`config.mk`:
```
export PLATFORM = sky130hd
export DESIGN_NAME = seq_alu_display
export DESIGN_NICKNAME = d
export VERILOG_FILES = /design/src/rtl/seq_alu_display.sv
export SDC_FILE = /design/constraint.sdc
export NUM_CORES = 1
export LEC_CHECK = 0
export ABC_AREA = 1
export ABC_CLOCK_PERIOD_IN_PS = 2300
export BUFFER_PORTS_ARGS = -buffer_cell sky130_fd_sc_hd__buf_2
export CORE_MARGIN = 2
export CORE_UTILIZATION = 40
export CTS_BUF_LIST = sky130_fd_sc_hd__clkbuf_4 sky130_fd_sc_hd__clkbuf_8 sky130_fd_sc_hd__clkbuf_16
export DETAILED_ROUTE_END_ITERATION = 12
export GPL_TIMING_DRIVEN = 0
export SKIP_CTS_REPAIR_TIMING = 1
export SLEW_MARGIN = 20
export SYNTH_ARGS = -nofsm -noshare
export SYNTH_HDL_FRONTEND = slang
export SYNTH_SLANG_ARGS = --single-unit
export TNS_END_PERCENT = 50
```
`constraint.sdc`:
```
create_clock -name clock -period 2.3 [get_ports clock]
set_input_delay 0.115 -clock clock [delete_from_list [all_inputs] [get_ports clock]]
set_output_delay 0.115 -clock clock [all_outputs]
set_load 0.1 [all_outputs]
```
`src/rtl/seq_alu_display.sv`:
```
// Registered ALU between the switch bank and the 7-segment digits: operands are latched by strobes,
// an opcode runs on exec, and the result register drives two hex glyph decoders.
module seq_alu_display #(
  parameter int WIDTH          = 4,
  parameter bit HEX_ACTIVE_LOW = 1'b1
) (
  input  logic             clock,
  input  logic             reset,
  input  logic [WIDTH-1:0] operand,
  input  logic [2:0]       op,
  input  logic             load_a,
  input  logic             load_b,
  input  logic             exec,
  output logic [WIDTH-1:0] reg_a,
  output logic [WIDTH-1:0] reg_b,
  output logic [WIDTH-1:0] result,
  output logic             carry,
  output logic             overflow,
  output logic             zero,
  output logic             valid,
  output logic [1:0]       state,
  output logic [6:0]       hex0,
  output logic [6:0]       hex1
);

  typedef enum logic [1:0] {
    S_IDLE  = 2'd0,
    S_GOT_A = 2'd1,
    S_READY = 2'd2,
    S_DONE  = 2'd3
  } state_t;

  state_t           state_q;
  logic [WIDTH-1:0] a_q, b_q, result_q;
  logic             carry_q, ovf_q, zero_q, valid_q;

  logic [WIDTH:0]   add_ab, sub_ab, add_rb;
  logic [WIDTH-1:0] res_d;
  logic             carry_d, ovf_d;

  // Signed overflow from the operand and result sign bits.
  function automatic logic add_ovf(input logic sa, input logic sb, input logic sr);
    return (sa == sb) && (sr != sa);
  endfunction

  function automatic logic sub_ovf(input logic sa, input logic sb, input logic sr);
    return (sa != sb) && (sr != sa);
  endfunction

  // Active-high glyphs, bit order {g,f,e,d,c,b,a}.
  function automatic logic [6:0] seg_glyph(input logic [3:0] nib);
    case (nib)
      4'h0: return 7'b0111111;
      4'h1: return 7'b0000110;
      4'h2: return 7'b1011011;
      4'h3: return 7'b1001111;
      4'h4: return 7'b1100110;
      4'h5: return 7'b1101101;
      4'h6: return 7'b1111101;
      4'h7: return 7'b0000111;
      4'h8: return 7'b1111111;
      4'h9: return 7'b1101111;
      4'hA: return 7'b1110111;
      4'hB: return 7'b1111100;
      4'hC: return 7'b0111001;
      4'hD: return 7'b1011110;
      4'hE: return 7'b1111001;
      default: return 7'b1110001;
    endcase
  endfunction

  function automatic logic [6:0] seg_drive(input logic [6:0] lit);
    return HEX_ACTIVE_LOW ? ~lit : lit;
  endfunction

  // All arithmetic is one bit wider so bit WIDTH carries the carry/borrow.
  always_comb begin
    add_ab  = {1'b0, a_q} + {1'b0, b_q};
    sub_ab  = {1'b0, a_q} - {1'b0, b_q};
    add_rb  = {1'b0, result_q} + {1'b0, b_q};
    res_d   = '0;
    carry_d = 1'b0;
    ovf_d   = 1'b0;
    case (op)
      3'b000: begin
        res_d   = add_ab[WIDTH-1:0];
        carry_d = add_ab[WIDTH];
        ovf_d   = add_ovf(a_q[WIDTH-1], b_q[WIDTH-1], add_ab[WIDTH-1]);
      end
      3'b001: begin
        res_d   = sub_ab[WIDTH-1:0];
        carry_d = sub_ab[WIDTH];
        ovf_d   = sub_ovf(a_q[WIDTH-1], b_q[WIDTH-1], sub_ab[WIDTH-1]);
      end
      3'b010: res_d = a_q & b_q;
      3'b011: res_d = a_q | b_q;
      3'b100: res_d = a_q ^ b_q;
      3'b101: begin
        res_d   = add_rb[WIDTH-1:0];
        carry_d = add_rb[WIDTH];
        ovf_d   = add_ovf(result_q[WIDTH-1], b_q[WIDTH-1], add_rb[WIDTH-1]);
      end
      3'b110: begin
        res_d   = {a_q[WIDTH-2:0], 1'b0};
        carry_d = a_q[WIDTH-1];
      end
      default: res_d = b_q;
    endcase
  end

  // Strobe priority load_a > load_b > exec falls out of the if/else order in each state.
  always_ff @(posedge clock) begin
    if (reset) begin
      state_q  <= S_IDLE;
      a_q      <= '0;
      b_q      <= '0;
      result_q <= '0;
      carry_q  <= 1'b0;
      ovf_q    <= 1'b0;
      zero_q   <= 1'b1;
      valid_q  <= 1'b0;
    end else begin
      case (state_q)
        S_IDLE: begin
          if (load_a) begin
            a_q     <= operand;
            state_q <= S_GOT_A;
          end
        end
        S_GOT_A: begin
          if (load_a) begin
            a_q <= operand;
          end else if (load_b) begin
            b_q     <= operand;
            state_q <= S_READY;
          end
        end
        S_READY: begin
          if (load_a) begin
            a_q <= operand;
          end else if (load_b) begin
            b_q <= operand;
          end else if (exec) begin
            result_q <= res_d;
            carry_q  <= carry_d;
            ovf_q    <= ovf_d;
            zero_q   <= (res_d == '0);
            valid_q  <= 1'b1;
            state_q  <= S_DONE;
          end
        end
        S_DONE: begin
          if (load_a) begin
            a_q     <= operand;
            state_q <= S_GOT_A;
          end else if (load_b) begin
            b_q <= operand;
          end else if (exec) begin
            result_q <= res_d;
            carry_q  <= carry_d;
            ovf_q    <= ovf_d;
            zero_q   <= (res_d == '0);
            valid_q  <= 1'b1;
          end
        end
      endcase
    end
  end

  assign reg_a    = a_q;
  assign reg_b    = b_q;
  assign result   = result_q;
  assign carry    = carry_q;
  assign overflow = ovf_q;
  assign zero     = zero_q;
  assign valid    = valid_q;
  assign state    = state_q;

  // The upper digit exists only when the result reaches past bit 3; missing bits read as zero.
  if (WIDTH <= 4) begin : g_narrow
    assign hex0 = seg_drive(seg_glyph(4'(result_q)));
    assign hex1 = seg_drive(7'b0000000);
  end else begin : g_wide
    assign hex0 = seg_drive(seg_glyph(result_q[3:0]));
    assign hex1 = seg_drive(seg_glyph(4'(result_q[WIDTH-1:4])));
  end

endmodule

```
==> tab_implementation.tex <==
\begin{tabular}{lr}
\hline
Metric & Value \\
\hline
\multicolumn{2}{l}{\textbf{Global routing}} \\
\quad Overall overflow remaining after global route & 0 \\
\quad Number of antenna violations at the first check in global routing & 0 \\
\quad Maximum number of pins on one net before global-route repair & 15 \\
\quad Global-route wire length before repair & 9.032 mm \\
\quad Via count of the first global-routing pass & 1,933 \\
\quad Aggregate global-route resource usage & 18.04\% \\
\multicolumn{2}{l}{\textbf{Detailed routing}} \\
\quad Remaining antenna violation count & 0 \\
\quad Number of iterations in the first detailed-routing pass & 4 \\
\quad Routed length per placed instance & 12.40 µm \\
\quad Drt initial violations & 115 \\
\quad Routed vias/inst & 4.814 \\
\quad Number of remaining DRC errors & 0 \\
\quad Detailed Route WL & 5.529 mm \\
\quad Total number of vias & 2,147 \\
\multicolumn{2}{l}{\textbf{STA}} \\
\quad Max-slew violations & 0 \\
\quad Max Fclk & 0.4317 GHz \\
\quad Final-layout worst hold slack & 0.1307 ns \\
\quad Setup repair after global routing missed its margin & yes \\
\quad Sum Neg Setup Slack & -0.01647 ns \\
\quad Time the final worst path needs with I/O delays and setup & 2.316 ns \\
\quad Final setup violating endpoints & 1 \\
\quad Clock skew & 0.004529 ns \\
\quad Setup ws final & -0.01647 ns \\
\quad Number of hold violations in the final report & 0 \\
\quad Final cycle utilization of the critical path & 100.7\% \\
\multicolumn{2}{l}{\textbf{Cells and area}} \\
\quad Footprint of the multi-input gates & 1588 µm² \\
\quad Sequential cell area in the final layout & 533.0 µm² \\
\quad Ratio of cells with drive above 1 in the final layout & 31.28\% \\
\quad Number of inserted diodes & 0 \\
\quad Fill cells & 549 \\
\quad Fin nets & 418 \\
\quad Layout area overhead & 24.54\% \\
\quad Final Non-Filler Cells & 446 \\
\quad Non-Filler Cell Area, Final & 2775 µm² \\
\multicolumn{2}{l}{\textbf{Logic synthesis}} \\
\quad Mux share of post-synthesis cell area & 0\% \\
\quad Synthesized flop and latch total & 25 \\
\quad Portion of synthesized cell area occupied by the leading cell type & 22.46\% \\
\quad Leading register cell type out of synthesis & sky130\_fd\_sc\_hd\_\_dfxtp\_1 \\
\quad Summed instance area of the synthesized netlist & 2228 µm² \\
\quad Count of flip-flops with a built-in enable after synthesis & 0 \\
\quad Post-synthesis share of cell area spent on xor and xnor gates & 0.3930\% \\
\quad Average footprint of a synthesized cell & 6.920 µm² \\
\quad Synth Area in Compound Gates & 11.90\% \\
\quad Area fraction in and, or, nand and nor cells after synthesis & 33.69\% \\
\quad Number of distinct library cells after synthesis & 32 \\
\quad Combinational family with the most area after synthesis & simple AND/OR/NAND/NOR gates \\
\quad Post-synthesis async set-or-reset flop share & 0\% \\
\quad Fraction of the mapped netlist area in adder cells & 18.42\% \\
\quad Synthesis Warnings & 0 \\
\quad Synth area leader & sky130\_fd\_sc\_hd\_\_dfxtp\_1 \\
\quad Cell types occupying the most area after synthesis & sky130\_fd\_sc\_hd\_\_dfxtp\_1 (22\%), sky130\_fd\_sc\_hd\_\_ha\_1 (16\%), sky130\_fd\_sc\_hd\_\_nand2\_1 (12\%) \\
\quad Fraction of the yosys area taken by sequential cells & 22.46\% \\
\quad Synth Instances & 322 \\
\multicolumn{2}{l}{\textbf{Floorplanning}} \\
\quad Chip height & 78.64 µm \\
\quad Floorplan core area & 5439 µm² \\
\quad Area of the die & 6184 µm² \\
\quad Starting utilization of the core area & 40.97\% \\
\quad Top-Level Pins & 44 \\
\quad Number of rows created at floorplan & 27 \\
\quad Chip Width & 78.64 µm \\
\multicolumn{2}{l}{\textbf{Placed design}} \\
\quad Final weighted congestion in routability-driven placement & 0.9075 \\
\quad Detailed placer's ending HPWL & 4.275 mm \\
\quad Cell Count Post-Placement & 433 \\
\quad I/O Buffers & 33 \\
\quad Pre-CTS setup slack & 0.01993 ns \\
\quad Post-Place Cell Area & 2584 µm² \\
\multicolumn{2}{l}{\textbf{Flow run}} \\
\quad Max Cap Viol & 0 \\
\multicolumn{2}{l}{\textbf{Worst setup path}} \\
\quad Required time of the worst setup path & 2.48 ns \\
\quad Worst Setup Path Type & register to register \\
\quad Max FO, Critical Path & 6 \\
\quad Crit path capture type & register \\
\quad Data arrival at the endpoint of the critical path & 2.49 ns \\
\quad Kind of start point of the critical path & register \\
\multicolumn{2}{l}{\textbf{Clocking}} \\
\quad Clock transition at the register clock pins on the worst setup and hold paths after CTS & 0.10 ns \\
\quad CTS max path bufs & 2 \\
\quad Num CTS Buffers & 3 \\
\quad Maximum level of the CTS H-tree & 1 \\
\quad CTS tree & done \\
\quad Count of clock tree sinks & 25 \\
\quad Clock network latency to the later pin of the worst-skew pair & 0.27 ns \\
\quad Clock Root Buffer & sky130\_fd\_sc\_hd\_\_clkbuf\_8 \\
\multicolumn{2}{l}{\textbf{Power and ir drop}} \\
\quad Peak ir drop on the vdd network & 0.0007075 V \\
\quad Static power due to leakage & 1.369 nW \\
\quad Power density over cell area & 752.1 nW/µm² \\
\multicolumn{2}{l}{\textbf{Status}} \\
\quad Outcome & finished with violations \\
\quad Violated checks & setup timing \\
\multicolumn{2}{l}{\textbf{Min path}} \\
\quad Type of the most critical hold path & input port to register \\
\hline
\end{tabular}
## worst paths after layout
check	startpoint	endpoint	slack, ns	depth (start not counted)
worst min register to register	carry	carry	0.47	2
worst max-delay path	reg_a[0]	register	-0.02	12
worst max register to register	reg_a[0]	register	-0.02	12
worst min-delay path	operand[2]	reg_a[2]	0.13	3
## synthesized netlist by cell type (2+ instances only)
cell type and n:
sky130_fd_sc_hd__nand4_1 8, sky130_fd_sc_hd__nor3_1 5, sky130_fd_sc_hd__ha_1 28, sky130_fd_sc_hd__o21ai_0 17, sky130_fd_sc_hd__nor2_1 11, sky130_fd_sc_hd__a21oi_2 2, sky130_fd_sc_hd__nand2_1 71, sky130_fd_sc_hd__dfxtp_1 25
sky130_fd_sc_hd__buf_4 9, sky130_fd_sc_hd__inv_2 5, sky130_fd_sc_hd__a21oi_1 21, sky130_fd_sc_hd__nand2_2 8, sky130_fd_sc_hd__nand3_1 35, sky130_fd_sc_hd__nand3b_1 3, sky130_fd_sc_hd__nand2_4 2, sky130_fd_sc_hd__fa_1 3
sky130_fd_sc_hd__nor2_4 4, sky130_fd_sc_hd__o21a_1 2, sky130_fd_sc_hd__nor2_2 3, sky130_fd_sc_hd__inv_1 46, sky130_fd_sc_hd__o21ai_2 2, sky130_fd_sc_hd__clkbuf_1 2
## placed cells by master, fill, tap and decap left out, drive strengths merged, types with 2 or more instances in the layout
cell type	Yosys	final
nand2	81	82
buf	11	51
ha	28	28
nand4	9	10
clkbuf	2	5
o21a	2	2
nor3	5	5
o21ai	20	20
nand3	35	35
a21oi	23	23
inv	52	51
conb	1	7
fa	3	3
nor2	18	18
dfxtp	25	25
nand3b	3	3
## final cells by class
class / instances / share of cell area [%]
timing repair buffer: 40 / 7.845
tap: 72 / 3.246
multi-input combinational: 240 / 57.21
buffer: 13 / 3.291
inverter: 52 / 7.529
clock buffer: 3 / 1.488
clock inverter: 1 / 0.1803
sequential: 25 / 19.21
## cell families (layout without fill, tap and decap cells)
group / after synthesis / count (layout)
simple gates: 153 / 155
buf+inv: 65 / 109
compound gates: 46 / 46
fa+ha+maj: 31 / 31
flops: 25 / 25
other cells: 1 / 7
xor+xnor: 1 / 1
## power by group
group / internal, mW / switching, mW
sequential: 0.510 / 0.0706
combinational: 0.280 / 0.950
clock: 0.122 / 0.155
total: 0.912 / 1.18
## through the flow
stage	util, %	total power, mW
2_1_floorplan	-	1.577
3_5_place_dp	47.50	1.777
3_3_place_gp	47.50	1.773
5_1_grt	51.02	2.228
4_1_cts	48.36	2.053
6_report	51.02	2.087
## metal layers
layer  vias to the layer above  track usage, %  routed length (µm)
li1                       1138               -                   -
met1                       949           27.09                2766
met2                        58           27.95                2461
met3                         2           1.609                 271
met4                         0           3.684                  30
met5                         -               0                   0
## worst max-delay path, cell delays in order (launching register included)
cell	delay, ns
sky130_fd_sc_hd__dfxtp_4	0.39
sky130_fd_sc_hd__inv_4	0.05
sky130_fd_sc_hd__ha_4	0.15
sky130_fd_sc_hd__fa_1	0.48
sky130_fd_sc_hd__nor3_1	0.14
sky130_fd_sc_hd__nor3_1	0.07
sky130_fd_sc_hd__nand3_1	0.15
sky130_fd_sc_hd__nand2_4	0.12
sky130_fd_sc_hd__buf_4	0.15
sky130_fd_sc_hd__ha_1	0.19
sky130_fd_sc_hd__nand3b_1	0.16
sky130_fd_sc_hd__nand3_1	0.09
sky130_fd_sc_hd__nand2_1	0.06
Power figures use the tool's default switching activity.
